==> src/rtl/fractcam_prio_enc.sv <==
// Two-stage elastic priority encoder for the FractCAM match vector: the lowest
// set entry wins, with hit/multi flags and a sideband tag carried alongside.
module fractcam_prio_enc #(
    parameter int unsigned D         = 64,
    parameter int unsigned TAG_WIDTH = 8,
    localparam int unsigned IDX_WIDTH = $clog2(D)
) (
    input  logic                 clk,
    input  logic                 rst,
    input  logic [D-1:0]         s_match,
    input  logic [TAG_WIDTH-1:0] s_tag,
    input  logic                 s_valid,
    output logic                 s_ready,
    output logic [IDX_WIDTH-1:0] m_idx,
    output logic                 m_hit,
    output logic                 m_multi,
    output logic [TAG_WIDTH-1:0] m_tag,
    output logic                 m_valid,
    input  logic                 m_ready
);

    localparam int unsigned G  = D / 4;
    localparam int unsigned GW = IDX_WIDTH - 2;

    logic                 st1_adv;
    logic                 st2_adv;

    logic [G-1:0]         grp_hit_d,   grp_hit_q;
    logic [G-1:0]         grp_multi_d, grp_multi_q;
    logic [G-1:0][1:0]    grp_idx_d,   grp_idx_q;
    logic [TAG_WIDTH-1:0] tag1_q;
    logic                 st1_valid_q;
    logic [3:0]           nib;

    logic [IDX_WIDTH-1:0] m_idx_d,   m_idx_q;
    logic                 m_hit_d,   m_hit_q;
    logic                 m_multi_d, m_multi_q;
    logic [TAG_WIDTH-1:0] m_tag_q;
    logic                 m_valid_q;
    logic                 found;

    // A stage may take a new beat when it is empty or its contents move on
    assign st2_adv = ~m_valid_q | m_ready;
    assign st1_adv = ~st1_valid_q | st2_adv;
    assign s_ready = st1_adv;

    // Stage 1: per-nibble hit, lowest position and multi-hit
    always_comb begin
        grp_hit_d   = '0;
        grp_multi_d = '0;
        grp_idx_d   = '0;
        nib         = '0;
        for (int unsigned g = 0; g < G; g++) begin
            nib            = s_match[4*g +: 4];
            grp_hit_d[g]   = |nib;
            grp_multi_d[g] = (nib & (nib - 4'd1)) != 4'd0;
            if (nib[0])      grp_idx_d[g] = 2'd0;
            else if (nib[1]) grp_idx_d[g] = 2'd1;
            else if (nib[2]) grp_idx_d[g] = 2'd2;
            else if (nib[3]) grp_idx_d[g] = 2'd3;
            else             grp_idx_d[g] = 2'd0;
        end
    end

    // Stage 2: lowest hitting group selects the upper index bits
    always_comb begin
        m_idx_d = '0;
        found   = 1'b0;
        for (int unsigned g = 0; g < G; g++) begin
            if (!found && grp_hit_q[g]) begin
                found   = 1'b1;
                m_idx_d = {GW'(g), grp_idx_q[g]};
            end
        end
        m_hit_d   = |grp_hit_q;
        m_multi_d = (|grp_multi_q) | ((grp_hit_q & (grp_hit_q - G'(1))) != '0);
    end

    always_ff @(posedge clk) begin
        if (rst) begin
            st1_valid_q <= 1'b0;
            grp_hit_q   <= '0;
            grp_multi_q <= '0;
            grp_idx_q   <= '0;
            tag1_q      <= '0;
            m_valid_q   <= 1'b0;
            m_idx_q     <= '0;
            m_hit_q     <= 1'b0;
            m_multi_q   <= 1'b0;
            m_tag_q     <= '0;
        end else begin
            if (st1_adv) begin
                st1_valid_q <= s_valid;
                if (s_valid) begin
                    grp_hit_q   <= grp_hit_d;
                    grp_multi_q <= grp_multi_d;
                    grp_idx_q   <= grp_idx_d;
                    tag1_q      <= s_tag;
                end
            end
            if (st2_adv) begin
                m_valid_q <= st1_valid_q;
                if (st1_valid_q) begin
                    m_idx_q   <= m_idx_d;
                    m_hit_q   <= m_hit_d;
                    m_multi_q <= m_multi_d;
                    m_tag_q   <= tag1_q;
                end
            end
        end
    end

    assign m_idx   = m_idx_q;
    assign m_hit   = m_hit_q;
    assign m_multi = m_multi_q;
    assign m_tag   = m_tag_q;
    assign m_valid = m_valid_q;

endmodule

==> config.mk <==
export PLATFORM = sky130hd
export DESIGN_NAME = fractcam_prio_enc
export DESIGN_NICKNAME = d
export VERILOG_FILES = /design/src/rtl/fractcam_prio_enc.sv
export SDC_FILE = /design/constraint.sdc
export NUM_CORES = 1
export LEC_CHECK = 0
export ABC_CLOCK_PERIOD_IN_PS = 5500
export BUFFER_PORTS_ARGS = -buffer_cell sky130_fd_sc_hd__buf_2
export CAP_MARGIN = 20
export CORE_MARGIN = 2
export CORE_UTILIZATION = 45
export DETAILED_ROUTE_END_ITERATION = 8
export PLACE_DENSITY_LB_ADDON = 0.25
export SKIP_LAST_GASP = 1
export SYNTH_ARGS = -nofsm -noshare
export SYNTH_HDL_FRONTEND = slang
export SYNTH_SLANG_ARGS = --single-unit
==> constraint.sdc <==
create_clock -name clk -period 5.5 [get_ports clk]
set_input_delay 0 -clock clk [delete_from_list [all_inputs] [get_ports clk]]
set_output_delay 0 -clock clk [all_outputs]
set_load 0.005 [all_outputs]
==> flow_summary.ini <==
[pwr]
p_int_w = 0.001109
powerDensity_nw_per_um2 = 260.8
irDropWorstVdd_v = 0.0001418
swShare_pct = 26.99
clkPwrFrac_pct = 35.2
combPwrFrac_pct = 16.7
p_seq_share_pct = 48.1
power_leakage_nw = 2.259
p_switching_w = 0.0004099

[setup_path]
critical-path-slowest-cell = nor4_2
crit_buf_inv = 0
critPathMaxFanout = 14
worstPathArrival_ps = 2670
critPathTopFamily = simple AND/OR/NAND/NOR gates
start_kind = flop
critical_path_class = flop to flop
critical_path.max_stage_delay_ps = 650
worstPathRequired_ps = 5810
end_kind = flop
worstPathCellList = nor4_2, nand4_1, or3_1, o211ai_1, o311a_1

[synth]
ys_warn_count = 0
seq_area_frac_synth_pct = 38.56
synth_cell_types = 50
dominantRegCellSynth = dfxtp_1
syn_nets = 706
synth_enable_flop_cells = 0
ys_ff_latch = 90
syn_avg_cell_area_um2 = 7.416
synthArstFlopShare_pct = 0
syn-cell-area_um2 = 4672
synthCells = 630

[timing]
rsz0062_at_grt = false
hold_viol = 0
fin_crit_sh_pct = 42.98
worst_pin_slew_ps = 851.9
setup_viol = 0
tns_ps = 0
skew_ps = 16.61
hold_slack_ps = 13.63
maxSlewHeadroom_pct = 43.21
slew_violations = 0
min_period_ps = 2364
timing.fmax_mhz = 423.0

[clock_network]
h-tree-depth = 3
cts_tree = built
cts-root-buf = clkbuf_8
clock-sinks = 90
cts.path.max_buffers = 2
clk_latency_ps = 360
clkTransAtPathRegs_ps = 100
cts_made_buffers = 9
cts_resized = 0

[placement]
dp_hpwl_um = 8290
globalplace.congestion = 0.8522
io_buffer_count = 93

[layout]
areaGrowthSynthToFinish_pct = 24.64
post-route-util_pct = 57.17
drive_above_1_share_pct = 15.83
n_antenna_cell = 0
fillers = 953
nets = 811

[routing]
drt-pass1-iter-count = 5
drcViolationCount = 0
drtIter0Drc = 310
wl_per_cell_um = 13.74
viasPerCell = 5.464
vias = 4781
ant_nets = 0
wirelength_um = 12020

[floorplanning]
fp-row-count = 37
die_w_um = 105.9
initial_core_util_pct = 45.87
die_h_um = 105.9
ios = 94
dieArea_um2 = 11210
coreArea_um2 = 10180

[global_route]
grt_max_degree = 73
grt_remaining_overflow = 0
antenna_found_initial = 0
grt.total_usage_pct = 22.12
grt_pass1_wl_um = 20490
grt_pass1_vias = 4530

[outcome]
status = completed

[hold_path]
hold_path.class = input port to flop

[run]
maxCapViolations = 0
synthesized netlist by cell type (2+ instances only):
| master | instances | area, um2 |
|---|---|---|
| o211ai_1 | 18 | 135.1 |
| a221o_1 | 2 | 20.02 |
| a21oi_1 | 97 | 485.5 |
| o31ai_1 | 2 | 15.01 |
| o21ai_0 | 11 | 55.05 |
| and2_1 | 2 | 12.51 |
| inv_1 | 26 | 97.59 |
| a211oi_1 | 4 | 30.03 |
| dfxtp_1 | 90 | 1802 |
| or4_1 | 5 | 37.54 |
| maj3_1 | 14 | 140.1 |
| a2bb2oi_1 | 2 | 17.52 |
| nand3_1 | 5 | 25.02 |
| o21bai_1 | 2 | 15.01 |
| nand3b_1 | 18 | 135.1 |
| o31a_1 | 2 | 17.52 |
| clkbuf_1 | 41 | 153.9 |
| nand2b_1 | 9 | 56.30 |
| nor2b_1 | 5 | 31.28 |
| o32ai_1 | 2 | 17.52 |
| a22oi_1 | 3 | 22.52 |
| a31oi_1 | 4 | 25.02 |
| nor3_1 | 7 | 35.03 |
| o2bb2ai_1 | 2 | 17.52 |
| nor2_1 | 71 | 266.5 |
| nor4_1 | 7 | 43.79 |
| a2111oi_0 | 3 | 26.28 |
| o22ai_1 | 2 | 12.51 |
| o311ai_0 | 5 | 43.79 |
| a311oi_1 | 16 | 140.1 |
| buf_2 | 2 | 10.01 |
| nand2_1 | 101 | 379.1 |
| or3_1 | 33 | 206.5 |
final cells by class:
| class | instances | area, um2 | share of cell area [%] |
|---|---|---|---|
| Multi-Input combinational cell | 470 | 2609 | 44.80 |
| Sequential cell | 90 | 1802 | 30.94 |
| Timing Repair Buffer | 138 | 908.4 | 15.60 |
| Tap cell | 136 | 170.2 | 2.922 |
| Clock buffer | 9 | 123.9 | 2.127 |
| Clock inverter | 6 | 112.6 | 1.934 |
| Inverter | 26 | 97.59 | 1.676 |
worst paths after layout:
check	from	endpoint	slack, ps	cells past startpoint
max	grp_hit_q[0]	m_idx[0]	3140	5
min reg2reg	tag1_q[1]	m_tag[1]	450	2
min	s_match[51]	grp_hit_q[12]	10	3
max reg2reg	grp_hit_q[0]	m_idx[0]	3140	5
cells in the final DEF (no fill, tap or decap), types with 11 or more instances in the layout:
master and count:
or3_1 33, a21oi_1 97, nand2_1 100, o21ai_0 11, buf_2 93, a311oi_1 16
o211ai_1 18, nor2_1 71, nand3b_1 18, dlygate4sd3_1 42, dfxtp_1 90, inv_1 26
maj3_1 14
logic make-up after synthesis:
family,after synthesis,synth area share (%)
buf+inv,70,5.677
simple gates,270,27.56
fa+ha+maj,14,2.999
compound gates,184,24.75
flops,90,38.56
mux,2,0.4553
tightest hold or removal path, stage by stage:
cell      delay, ps
buf_2           120
nor2_1          110
a311oi_1         90
through the flow:
stage,std cells,instance area [um2],setup WS (ps),total power [W]
finish,875,5823,3136,0.001519
global placement,818,5166,3339,0.0009686
floorplan,630,4672,3528,0.0008868
CTS,875,5823,3198,0.001529
detailed placement,818,5166,3210,0.0009755
global route,875,5823,3013,0.001598
registers in the layout, indices dropped and copies added, names as in the netlist, 6 cells and up:
signal	flops
tag1_q	8
grp_multi_q	16
m_idx	6
grp_hit_q	16
m_tag	8
grp_idx_q	32
metal layers:
layer	routed length (um)	global-route usage, %	up-vias
li1	-	-	2452
met1	5443	28.40	2189
met2	5894	37.97	122
met3	501	3.372	18
met4	183	7.519	0
met5	0	0	-
repair_timing:
action,CTS,global route
hold endpoints to repair,45,0
buffers inserted,0,0
hold buffers,42,0
power groups by stage:
stage / clock network [W] / registers [W] / logic, W
after floorplan: 0 / 0.000720 / 0.000167
after global placement: 0 / 0.000743 / 0.000226
after detailed placement: 0 / 0.000745 / 0.000230
after CTS: 0.000545 / 0.000730 / 0.000254
after global routing: 0.000574 / 0.000737 / 0.000287
final: 0.000534 / 0.000731 / 0.000254
Power figures use the tool's default switching activity.
